<file path="src/rtl/a2n_link_pkg.sv">
// a2n_link_pkg: shared types and frame-length constants for the A2N multi-channel receiver.
// Optional feature macro: A2N_PARITY_EN (adds one even-parity bit per word).
`default_nettype none

package a2n_link_pkg;

    typedef enum logic [0:0] {
        ST_IDLE  = 1'b0,
        ST_SHIFT = 1'b1
    } deser_state_t;

    localparam int DEF_WORD_W = 16;

`ifdef A2N_PARITY_EN
    localparam int PARITY_BITS = 1;
`else
    localparam int PARITY_BITS = 0;
`endif

    function automatic int frame_len(input int word_w);
        return word_w + PARITY_BITS;
    endfunction

endpackage

`default_nettype wire

</file>
<file path="src/rtl/a2n_ch_deser.sv">
// a2n_ch_deser: one A2N lane -- serial-to-word FSM, word FIFO and per-lane sticky error flags.
// Optional feature macro: A2N_PARITY_EN.
`default_nettype none

module a2n_ch_deser
    import a2n_link_pkg::*;
#(
    parameter int WORD_W     = DEF_WORD_W,
    parameter int FIFO_DEPTH = 4
) (
    input  logic              clk,
    input  logic              rst,
    input  logic              valid,
    input  logic              data,
    input  logic              en,
    input  logic              pop,
    input  logic              status_clr,
    output logic              empty,
    output logic [WORD_W-1:0] head,
    output logic              frame_err,
    output logic              ovf_err,
    output logic              par_err
);

    localparam int FRAME_LEN = frame_len(WORD_W);
    localparam int CNT_W     = $clog2(FRAME_LEN);
    localparam int SH_W      = WORD_W - 1 + PARITY_BITS;
    localparam int AW        = $clog2(FIFO_DEPTH);
    localparam logic [CNT_W-1:0] LAST_CNT = CNT_W'(FRAME_LEN - 1);

    deser_state_t      state;
    logic [CNT_W-1:0]  cnt;
    logic [SH_W-1:0]   shreg;
    logic [WORD_W-1:0] done_word;
    logic              done_push;

    logic              take;
    logic              last;
    logic              frame_set;
    logic              word_ok;
    logic [WORD_W-1:0] word;

    assign take      = valid && en;
    assign last      = take && (state == ST_SHIFT) && (cnt == LAST_CNT);
    assign frame_set = (state == ST_SHIFT) && en && !valid;

`ifdef A2N_PARITY_EN
    // The parity bit is the current pin value; the word is already fully shifted in.
    assign word    = shreg;
    assign word_ok = !(^{shreg, data});

    always_ff @(posedge clk or posedge rst) begin
        if (rst) begin
            par_err <= 1'b0;
        end else begin
            par_err <= (par_err && !status_clr) || (last && !word_ok);
        end
    end
`else
    assign word    = {shreg, data};
    assign word_ok = 1'b1;
    assign par_err = 1'b0;
`endif

    always_ff @(posedge clk or posedge rst) begin
        if (rst) begin
            state     <= ST_IDLE;
            cnt       <= '0;
            shreg     <= '0;
            done_word <= '0;
            done_push <= 1'b0;
            frame_err <= 1'b0;
        end else begin
            done_push <= last && word_ok;
            if (last) begin
                done_word <= word;
            end
            if (take) begin
                shreg <= {shreg[SH_W-2:0], data};
            end
            frame_err <= (frame_err && !status_clr) || frame_set;
            case (state)
                ST_IDLE: begin
                    if (take) begin
                        cnt   <= CNT_W'(1);
                        state <= ST_SHIFT;
                    end
                end
                ST_SHIFT: begin
                    // Completion returns to IDLE with cnt=0 so a still-high VALID starts the next word.
                    if (!take || last) begin
                        cnt   <= '0;
                        state <= ST_IDLE;
                    end else begin
                        cnt <= cnt + 1'b1;
                    end
                end
                default: begin
                    cnt   <= '0;
                    state <= ST_IDLE;
                end
            endcase
        end
    end

    logic [WORD_W-1:0] mem [FIFO_DEPTH];
    logic [AW:0]       wptr;
    logic [AW:0]       rptr;
    logic              full;
    logic              wr;

    assign empty = (wptr == rptr);
    assign full  = ((wptr - rptr) == (AW+1)'(FIFO_DEPTH));
    assign wr    = done_push && (!full || pop);
    assign head  = mem[rptr[AW-1:0]];

    always_ff @(posedge clk) begin
        if (wr) begin
            mem[wptr[AW-1:0]] <= done_word;
        end
    end

    always_ff @(posedge clk or posedge rst) begin
        if (rst) begin
            wptr    <= '0;
            rptr    <= '0;
            ovf_err <= 1'b0;
        end else begin
            if (wr) begin
                wptr <= wptr + 1'b1;
            end
            if (pop) begin
                rptr <= rptr + 1'b1;
            end
            ovf_err <= (ovf_err && !status_clr) || (done_push && full && !pop);
        end
    end

endmodule

`default_nettype wire

</file>
<file path="src/rtl/a2n_link_rx_multi.sv">
// a2n_link_rx_multi: N-lane A2N receiver merging per-lane word FIFOs round-robin into one tagged stream.
// Optional feature macro: A2N_PARITY_EN.
`default_nettype none

module a2n_link_rx_multi
    import a2n_link_pkg::*;
#(
    parameter int NUM_CH     = 2,
    parameter int WORD_W     = DEF_WORD_W,
    parameter int FIFO_DEPTH = 4,
    parameter int CH_W       = (NUM_CH > 1) ? $clog2(NUM_CH) : 1
) (
    input  logic              SYSCLK,
    input  logic              SYSRESET,
    input  logic [NUM_CH-1:0] A2N_VALID,
    input  logic [NUM_CH-1:0] A2N_DATA,
    input  logic [NUM_CH-1:0] CH_EN,
    output logic              OUT_VALID,
    input  logic              OUT_READY,
    output logic [WORD_W-1:0] OUT_DATA,
    output logic [CH_W-1:0]   OUT_CH,
    input  logic              STATUS_CLR,
    output logic [NUM_CH-1:0] FRAME_ERR,
    output logic [NUM_CH-1:0] OVF_ERR,
    output logic [NUM_CH-1:0] PAR_ERR
);

    logic [NUM_CH-1:0] empty;
    logic [NUM_CH-1:0] pop;
    logic [WORD_W-1:0] head [NUM_CH];

    for (genvar g = 0; g < NUM_CH; g++) begin : g_ch
        a2n_ch_deser #(
            .WORD_W     (WORD_W),
            .FIFO_DEPTH (FIFO_DEPTH)
        ) u_deser (
            .clk        (SYSCLK),
            .rst        (SYSRESET),
            .valid      (A2N_VALID[g]),
            .data       (A2N_DATA[g]),
            .en         (CH_EN[g]),
            .pop        (pop[g]),
            .status_clr (STATUS_CLR),
            .empty      (empty[g]),
            .head       (head[g]),
            .frame_err  (FRAME_ERR[g]),
            .ovf_err    (OVF_ERR[g]),
            .par_err    (PAR_ERR[g])
        );
    end

    logic [CH_W-1:0] rr_ptr;
    logic [CH_W-1:0] win;
    logic            found;
    logic            load;
    logic            grant;
    int              idx;

    // rr_ptr holds the first lane to consider: one past the last granted lane.
    always_comb begin
        found = 1'b0;
        win   = '0;
        idx   = 0;
        for (int i = 0; i < NUM_CH; i++) begin
            idx = int'(rr_ptr) + i;
            if (idx >= NUM_CH) begin
                idx = idx - NUM_CH;
            end
            if (!found && !empty[idx]) begin
                found = 1'b1;
                win   = CH_W'(idx);
            end
        end
    end

    assign load  = !OUT_VALID || OUT_READY;
    assign grant = load && found;

    always_comb begin
        pop = '0;
        for (int i = 0; i < NUM_CH; i++) begin
            pop[i] = grant && (int'(win) == i);
        end
    end

    always_ff @(posedge SYSCLK or posedge SYSRESET) begin
        if (SYSRESET) begin
            OUT_VALID <= 1'b0;
            OUT_DATA  <= '0;
            OUT_CH    <= '0;
            rr_ptr    <= '0;
        end else if (load) begin
            OUT_VALID <= found;
            if (found) begin
                OUT_DATA <= head[win];
                OUT_CH   <= win;
                rr_ptr   <= (int'(win) == NUM_CH - 1) ? '0 : win + 1'b1;
            end
        end
    end

endmodule

`default_nettype wire

</file>
<file path="config.mk">
export PLATFORM = sky130hd
export DESIGN_NAME = a2n_link_rx_multi
export DESIGN_NICKNAME = d
export VERILOG_FILES = /design/src/rtl/a2n_link_pkg.sv /design/src/rtl/a2n_ch_deser.sv /design/src/rtl/a2n_link_rx_multi.sv
export SDC_FILE = /design/constraint.sdc
export NUM_CORES = 1
export LEC_CHECK = 0
export BUFFER_PORTS_ARGS = -buffer_cell sky130_fd_sc_hd__buf_2
export CORE_ASPECT_RATIO = 1.4
export CORE_MARGIN = 2
export CORE_UTILIZATION = 26
export CTS_BUF_LIST = sky130_fd_sc_hd__clkbuf_4
export DETAILED_ROUTE_END_ITERATION = 12
export GPL_TIMING_DRIVEN = 1
export PLACE_DENSITY = 0.51
export SYNTH_ARGS = -nofsm -noshare
export SYNTH_HDL_FRONTEND = slang
export SYNTH_SLANG_ARGS = --single-unit
</file>
<file path="constraint.sdc">
create_clock -name SYSCLK -period 9.1 [get_ports SYSCLK]
set_input_delay 0.455 -clock SYSCLK [delete_from_list [all_inputs] [get_ports SYSCLK]]
set_output_delay 0.455 -clock SYSCLK [all_outputs]
set_load 0.1 [all_outputs]
</file>
[Word-level counts from Yosys, hierarchy flattened]
Memory sizes are Yosys's and may differ from the RTL's.
Index checks and enable logic that the tools add are counted.
Storage, ports and cells
  register bits after elaboration: 109
  bits in latches: 0
  memory bits (writable): 128
  bits in read-only memories: 0
  input port bits: 10
  output and inout port bits: 24
  memories kept: 2
Cells by class
  add/subtract/negate cells: 12
  $mul: 0
  divide/modulo/power cells: 0
  magnitude comparators: 5
  eq/ne operators: 8
  shift-type cells: 0
  muxes and demuxes: 32
  bitwise gates (word level): 4
  reduce and logical (&&, ||, !) cells: 45
Memories
  g_ch[0].u_deser.mem: words 4, width 16, read ports 1, clocked after Yosys merged registers in 0, write ports 1, line a2n_ch_deser.sv:106  | logic [WORD_W-1:0] mem [FIFO_DEPTH];
  g_ch[1].u_deser.mem: words 4, width 16, read ports 1, clocked after Yosys merged registers in 0, write ports 1, line a2n_ch_deser.sv:106
Operators with widths (number)
  $lt 32x3->1 const B: 2
  $mux 32: 2
  $mux 16: 3
  $logic_and 1x1->1: 24
  $mux 1: 19
  $mux 4: 4
  $pmux 4 s2: 2
  $add 3x1->3 const B: 4
  $logic_not 1->1: 11
  $logic_or 1x1->1: 9
  $add 4x1->4 const B: 2
  $eq 4x4->1 const B: 2
  $eq 3x3->1: 2
  $eq 3x3->1 const B: 2
  $sub 3x3->3: 2
  $ge 2x2->1 const B: 2
  $ne 2x1->1 const B: 2
  $pmux 1 s2: 2
  $not 1->1: 3
  $sub 1x2->3 const B: 1
  $sub 2x2->3 const B: 1
  $add 1x1->2 const B: 1
  $ge 1x2->1 const B: 1
  $not 1->2: 1
  other kinds (2): 2

[Depth between registers and ports, before layout]
  depth in word-level cells: 15
  gate-level depth with buffers: 10
  mapped depth without buffers: 7

[Modules after synthesis]
A second synthesis with hierarchy kept.
Second synthesis, totals
  cell total of the unflattened synthesis: 520
  area total of the unflattened synthesis: 9386.5 sq um
By module, submodules not included
  a2n_ch_deser (g_ch[1].u_deser): instances 1, cells an instance 227, area an instance 4251.6 sq um
  a2n_ch_deser (g_ch[0].u_deser): instances 1, cells an instance 225, area an instance 4222.8 sq um
  a2n_link_rx_multi: instances 1, cells an instance 68, area an instance 912.1 sq um

[Worst setup path after synthesis]
OpenSTA, ideal clock, no wires.
  kind: reg-to-reg
  start point: reg g_ch[1].u_deser.rptr[1]
  end point: mem g_ch[0].u_deser.mem[0][0] (netlist name), enable pin
  arrival: 2.646 ns
  setup slack: 6.066 ns
  cell stages (with the launch flop): 9
  clock period less this slack: 3.034 ns
  cells stage by stage: dfrtp_1 > clkbuf_1 > buf_1 > inv_1 > ha_1 > nand3_2 > a211oi_4 > o21ai_2 > nor2_1
On the way
  word-level cells in the longest chain between the ends: 13
  elaborated cells on any way between the ends: 20
RTL lines
  start: declaration: line a2n_ch_deser.sv:108  | logic [AW:0] rptr;
  start signal: assignment: line a2n_ch_deser.sv:133  | rptr <= rptr + 1'b1;
  $eq 3x3->1 *: line a2n_ch_deser.sv:112  | assign empty = (wptr == rptr);
  $mux 1 (implied by the code) (3 in a row): line a2n_link_rx_multi.sv:69  | if (!found && !empty[idx]) begin
  $logic_not 1->1: line a2n_link_rx_multi.sv:69
  $logic_and 1x1->1: line a2n_link_rx_multi.sv:69
  $mux 1: line a2n_link_rx_multi.sv:69
  $logic_and 1x1->1 or $not 1->1 (tied branches): line a2n_link_rx_multi.sv:77, a2n_link_rx_multi.sv:82
  $logic_and 1x1->1 *: line a2n_link_rx_multi.sv:82  | pop[i] = grant && (int'(win) == i);
  $logic_or 1x1->1 *: line a2n_ch_deser.sv:114  | assign wr = done_push && (!full || pop);
  $logic_and 1x1->1 *: line a2n_ch_deser.sv:114
  $mux 1 *: line a2n_ch_deser.sv:118  | if (wr) begin
  $mux 1 (implied by the code) *: line a2n_ch_deser.sv:119  | mem[wptr[AW-1:0]] <= done_word;
  end: declaration: line a2n_ch_deser.sv:106
Every way passes the cells marked *; elsewhere a longest branch is shown, timed or not. The select of a mux whose other input is x is not followed.

[Worst setup path in the final report]
  start point: reg g_ch[0].u_deser.rptr[1]
  end point: mem g_ch[0].u_deser.mem[0][15] (netlist name), enable pin
On the way
  word-level cells in the longest chain between the ends: 13
  elaborated cells on any way between the ends: 23
RTL lines (line)
  start: declaration: a2n_ch_deser.sv:108
  start signal: assignment: a2n_ch_deser.sv:133
  $eq 3x3->1: a2n_ch_deser.sv:112
  $mux 1 (implied by the code) (3 in a row): a2n_link_rx_multi.sv:69
  $logic_not 1->1: a2n_link_rx_multi.sv:69
  $logic_and 1x1->1: a2n_link_rx_multi.sv:69
  $mux 1: a2n_link_rx_multi.sv:69
  $logic_and 1x1->1 or $not 1->1 (tied branches): a2n_link_rx_multi.sv:77, a2n_link_rx_multi.sv:82
  $logic_and 1x1->1: a2n_link_rx_multi.sv:82
  $logic_or 1x1->1 *: a2n_ch_deser.sv:114
  $logic_and 1x1->1 *: a2n_ch_deser.sv:114
  $mux 1 *: a2n_ch_deser.sv:118
  $mux 1 (implied by the code) *: a2n_ch_deser.sv:119
Marks and branches as above.

==> results_dict.tcl <==
set metrics [dict create \
    outcome "completed" \
    fin_crit_sh_pct 39.0 \
    dr.pass1.iters 4 \
    seq_area_frac_synth_pct 71.2 \
    syn_area_per_cell_um2 17.5 \
    power_frac_seq_pct 46.7 \
    min_period_ns 3.55 \
    r2r_start "g_ch[0].u_deser.rptr[1]" \
    stdcell_area_um2 10700 \
    nFillCells 3459 \
    drt_iter0_drc 243 \
    finalClockSkew_ns 0.0367 \
    start_kind "flop" \
    p_per_area_nw_per_um2 272 \
    synth-xor-area-share_pct 1.41 \
    synth_top_family_by_area "multiplexers" \
    die_area_um2 37100 \
    r2r_cells 7 \
    pin_count 34 \
    grt_antenna_before_repair 1 \
    hp-start "OUT_READY" \
    area_growth_pct 15.8 \
    finalHoldViolations 0 \
    crit_arrival_ns 3.94 \
    drc_errors 0 \
    grt-ovfl-total 0 \
    finalSetupViolations 0 \
    io_buffers 31 \
    syn-cell-area_um2 9230 \
    fp.dieH_um 227 \
    via_count 4721 \
    min_delay_path_depth 3 \
    placeableCoreArea_um2 35000 \
    routed_wl_um 18100 \
    peakVddDrop_mv 0.352 \
    synth_compound_area_share_pct 3.67 \
    reg2reg_to "g_ch[0].u_deser.mem[0][15]" \
    cp_max_fo 24 \
    p_leak_uw 0.00413 \
    crit_type "reg -> reg" \
    die_w_um 163 \
    clk_latency_ns 0.70 \
    clkTransAtPathRegs_ns 0.07 \
    required_ns 9.49 \
    via_per_inst 4.26 \
    cts_buffer_depth 3 \
    fp-row-count 81 \
    clkPwrFrac_pct 29.3 \
    grt_pass1_vias 5087 \
    h-tree-depth 2 \
    globalplace.congestion 0.807 \
    max_freq_mhz 282 \
    antenna_left 0 \
    track_usage_pct 10.2 \
    ctsResizeCount 0 \
    min_path_type "in -> reg" \
    p_sw_share_pct 34.0 \
    synth_mux_area_share_pct 15.8 \
    cts-root-buf "clkbuf_4" \
    start_util_pct 26.4 \
    rsz0062_at_grt "false" \
    synth_flop_cell "edfxtp_1" \
    cp-end-kind "flop" \
    post-route-util_pct 30.6 \
    numCtsBuffers 57 \
    dp_hpwl_um 12000 \
    p_sw_uw 987 \
    comb_power_share_pct 24.0 \
    synth.distinct_cells 40 \
    maxCapViolCount 0 \
    drive_gt1_share_pct 36.7 \
    nets 633 \
    synthSimpleGateAreaFrac_pct 3.63 \
    clkSinkCount 237 \
    async_flop_share_pct 46.0 \
    tns_ns 0 \
    grt_max_degree 59 \
    whs_endpoint "OUT_VALID" \
    yosys_register_bits 237 \
    slew_headroom_pct 28.6 \
    grt_first_pass_wirelength_um 28400 \
    synthAdderAreaFrac_pct 2.17 \
    netlist_instances 527 \
    cts_tree "built" \
    slew_viol_final 0 \
    post_cts_buffers 0 \
    synth_edf_count 128 \
    place_area_um2 9900 \
    yosys_warnings 0 \
    worst_slew_pin_slew_ns 1.07 \
    r2r_slack_ns 5.55 \
    p_int_uw 1920 \
    wire_per_inst_um 16.3 \
]
worst max-delay path, stage by stage (launching register included):
cell and delay, ns:
dfrtp_1 0.86, inv_1 0.16, ha_1 0.35, and3_4 0.20
a211oi_4 0.75, o21ai_2 0.21, nor2_1 0.40, buf_4 0.30
cell usage in the layout (no fill, tap or decap), types with 3 or more instances in the layout:
master / count
ha_1: 16
xnor2_1: 11
nor2b_1: 3
inv_1: 16
dfrtp_1: 109
clkinvlp_4: 3
buf_2: 31
nand3_1: 9
nor2_1: 13
dlygate4sd3_1: 5
a22oi_1: 16
clkinv_2: 3
mux2_2: 63
edfxtp_1: 128
clkinv_1: 9
mux4_2: 32
a21oi_1: 4
a32o_1: 3
and3_1: 3
nand2_1: 42
o21ai_0: 7
buf_4: 9
clkbuf_4: 89
a21o_1: 3
routing by layer:
metal / track usage [%] / wire [um] / share of wire, % / vias to the layer above
met5: 0 / 0 / 0 / -
met3: 2.62 / 902 / 5.0 / 40
li1: - / - / - / 2169
met4: 5.71 / 701 / 3.9 / 0
met1: 11.7 / 7430 / 41 / 2396
met2: 17.2 / 9040 / 50 / 116
synthesized netlist by cell type, types with 3 or more instances:
master | instances | area, um2
nand2_1 | 42 | 158
buf_2 | 13 | 65.1
a32o_1 | 3 | 30.0
edfxtp_1 | 128 | 3840
a21o_1 | 3 | 22.5
clkbuf_1 | 4 | 15.0
nor2b_1 | 3 | 18.8
nand3_1 | 9 | 45.0
mux4_2 | 32 | 721
dfrtp_1 | 109 | 2730
and3_1 | 3 | 18.8
buf_4 | 6 | 45.0
xnor2_1 | 11 | 96.3
mux2_2 | 63 | 709
inv_1 | 17 | 63.8
a21oi_1 | 4 | 20.0
a22oi_1 | 16 | 120
ha_1 | 16 | 200
nor2_1 | 13 | 48.8
o21ai_0 | 7 | 35.0
flip-flops by register name (all words and copies together) (netlist names), 6 cells and up:
signal and flops:
OUT_DATA 16, g_ch.u_deser.cnt 8, g_ch.u_deser.done_word 32, g_ch.u_deser.mem 128, g_ch.u_deser.rptr 6, g_ch.u_deser.shreg 30, g_ch.u_deser.wptr 6
what timing repair did:
| action | 4_1_cts | 5_1_grt |
|---|---|---|
| hold endpoints to repair | 62 | 0 |
| endpoints found under the setup margin | 0 | 0 |
| hold buffers | 5 | 0 |
cell families (layout without fill, tap and decap cells):
| logic type | Yosys count | count (layout) |
|---|---|---|
| flops | 237 | 237 |
| xor+xnor | 14 | 14 |
| fa+ha+maj | 16 | 16 |
| compound gates | 44 | 44 |
| simple gates | 76 | 76 |
| mux | 97 | 97 |
| buf+inv | 42 | 166 |
| other cells | 1 | 3 |
worst max-delay path by stage:
stage | from | endpoint | slack [ns]
after floorplan | SYSRESET | OUT_CH | 5.77
after global placement | g_ch[1].u_deser.rptr[0] | g_ch[0].u_deser.mem[3][13] | 5.60
after detailed placement | g_ch[1].u_deser.rptr[0] | g_ch[0].u_deser.mem[0][13] | 5.47
after CTS | g_ch[1].u_deser.rptr[0] | g_ch[0].u_deser.mem[0][15] | 5.49
after global routing | g_ch[1].u_deser.rptr[0] | g_ch[0].u_deser.mem[0][15] | 5.23
final | g_ch[0].u_deser.rptr[1] | g_ch[0].u_deser.mem[0][15] | 5.55
power by group through the flow:
stage | clock network [uW] | logic [uW] | registers [uW]
3_5_place_dp | 0 | 704 | 1380
5_1_grt | 950 | 748 | 1370
2_1_floorplan | 0 | 393 | 1540
4_1_cts | 895 | 706 | 1360
3_3_place_gp | 0 | 694 | 1380
6_report | 852 | 697 | 1350
cell type report:
| cell class | count | area [um2] | share of cell area [%] |
|---|---|---|---|
| Sequential cell | 237 | 6570 | 61.5 |
| Multi-Input combinational cell | 249 | 2470 | 23.1 |
| Clock buffer | 89 | 668 | 6.25 |
| Tap cell | 456 | 571 | 5.34 |
| Timing Repair Buffer | 45 | 273 | 2.55 |
| Clock inverter | 15 | 71.3 | 0.667 |
| Inverter | 17 | 66.3 | 0.620 |
| Antenna cell | 1 | 2.50 | 0.0234 |
per-stage QoR:
stage	total power, uW	worst slack [ns]	cells	hold WS [ns]
CTS	2960	5.49	1108	0.0371
global placement	2070	5.60	999	0.451
floorplan	1930	5.77	528	0.450
detailed placement	2080	5.47	999	0.456
global route	3070	5.23	1109	0.0779
finish	2900	5.55	1109	0.122
No activity file was read; power rests on OpenSTA's default activity.
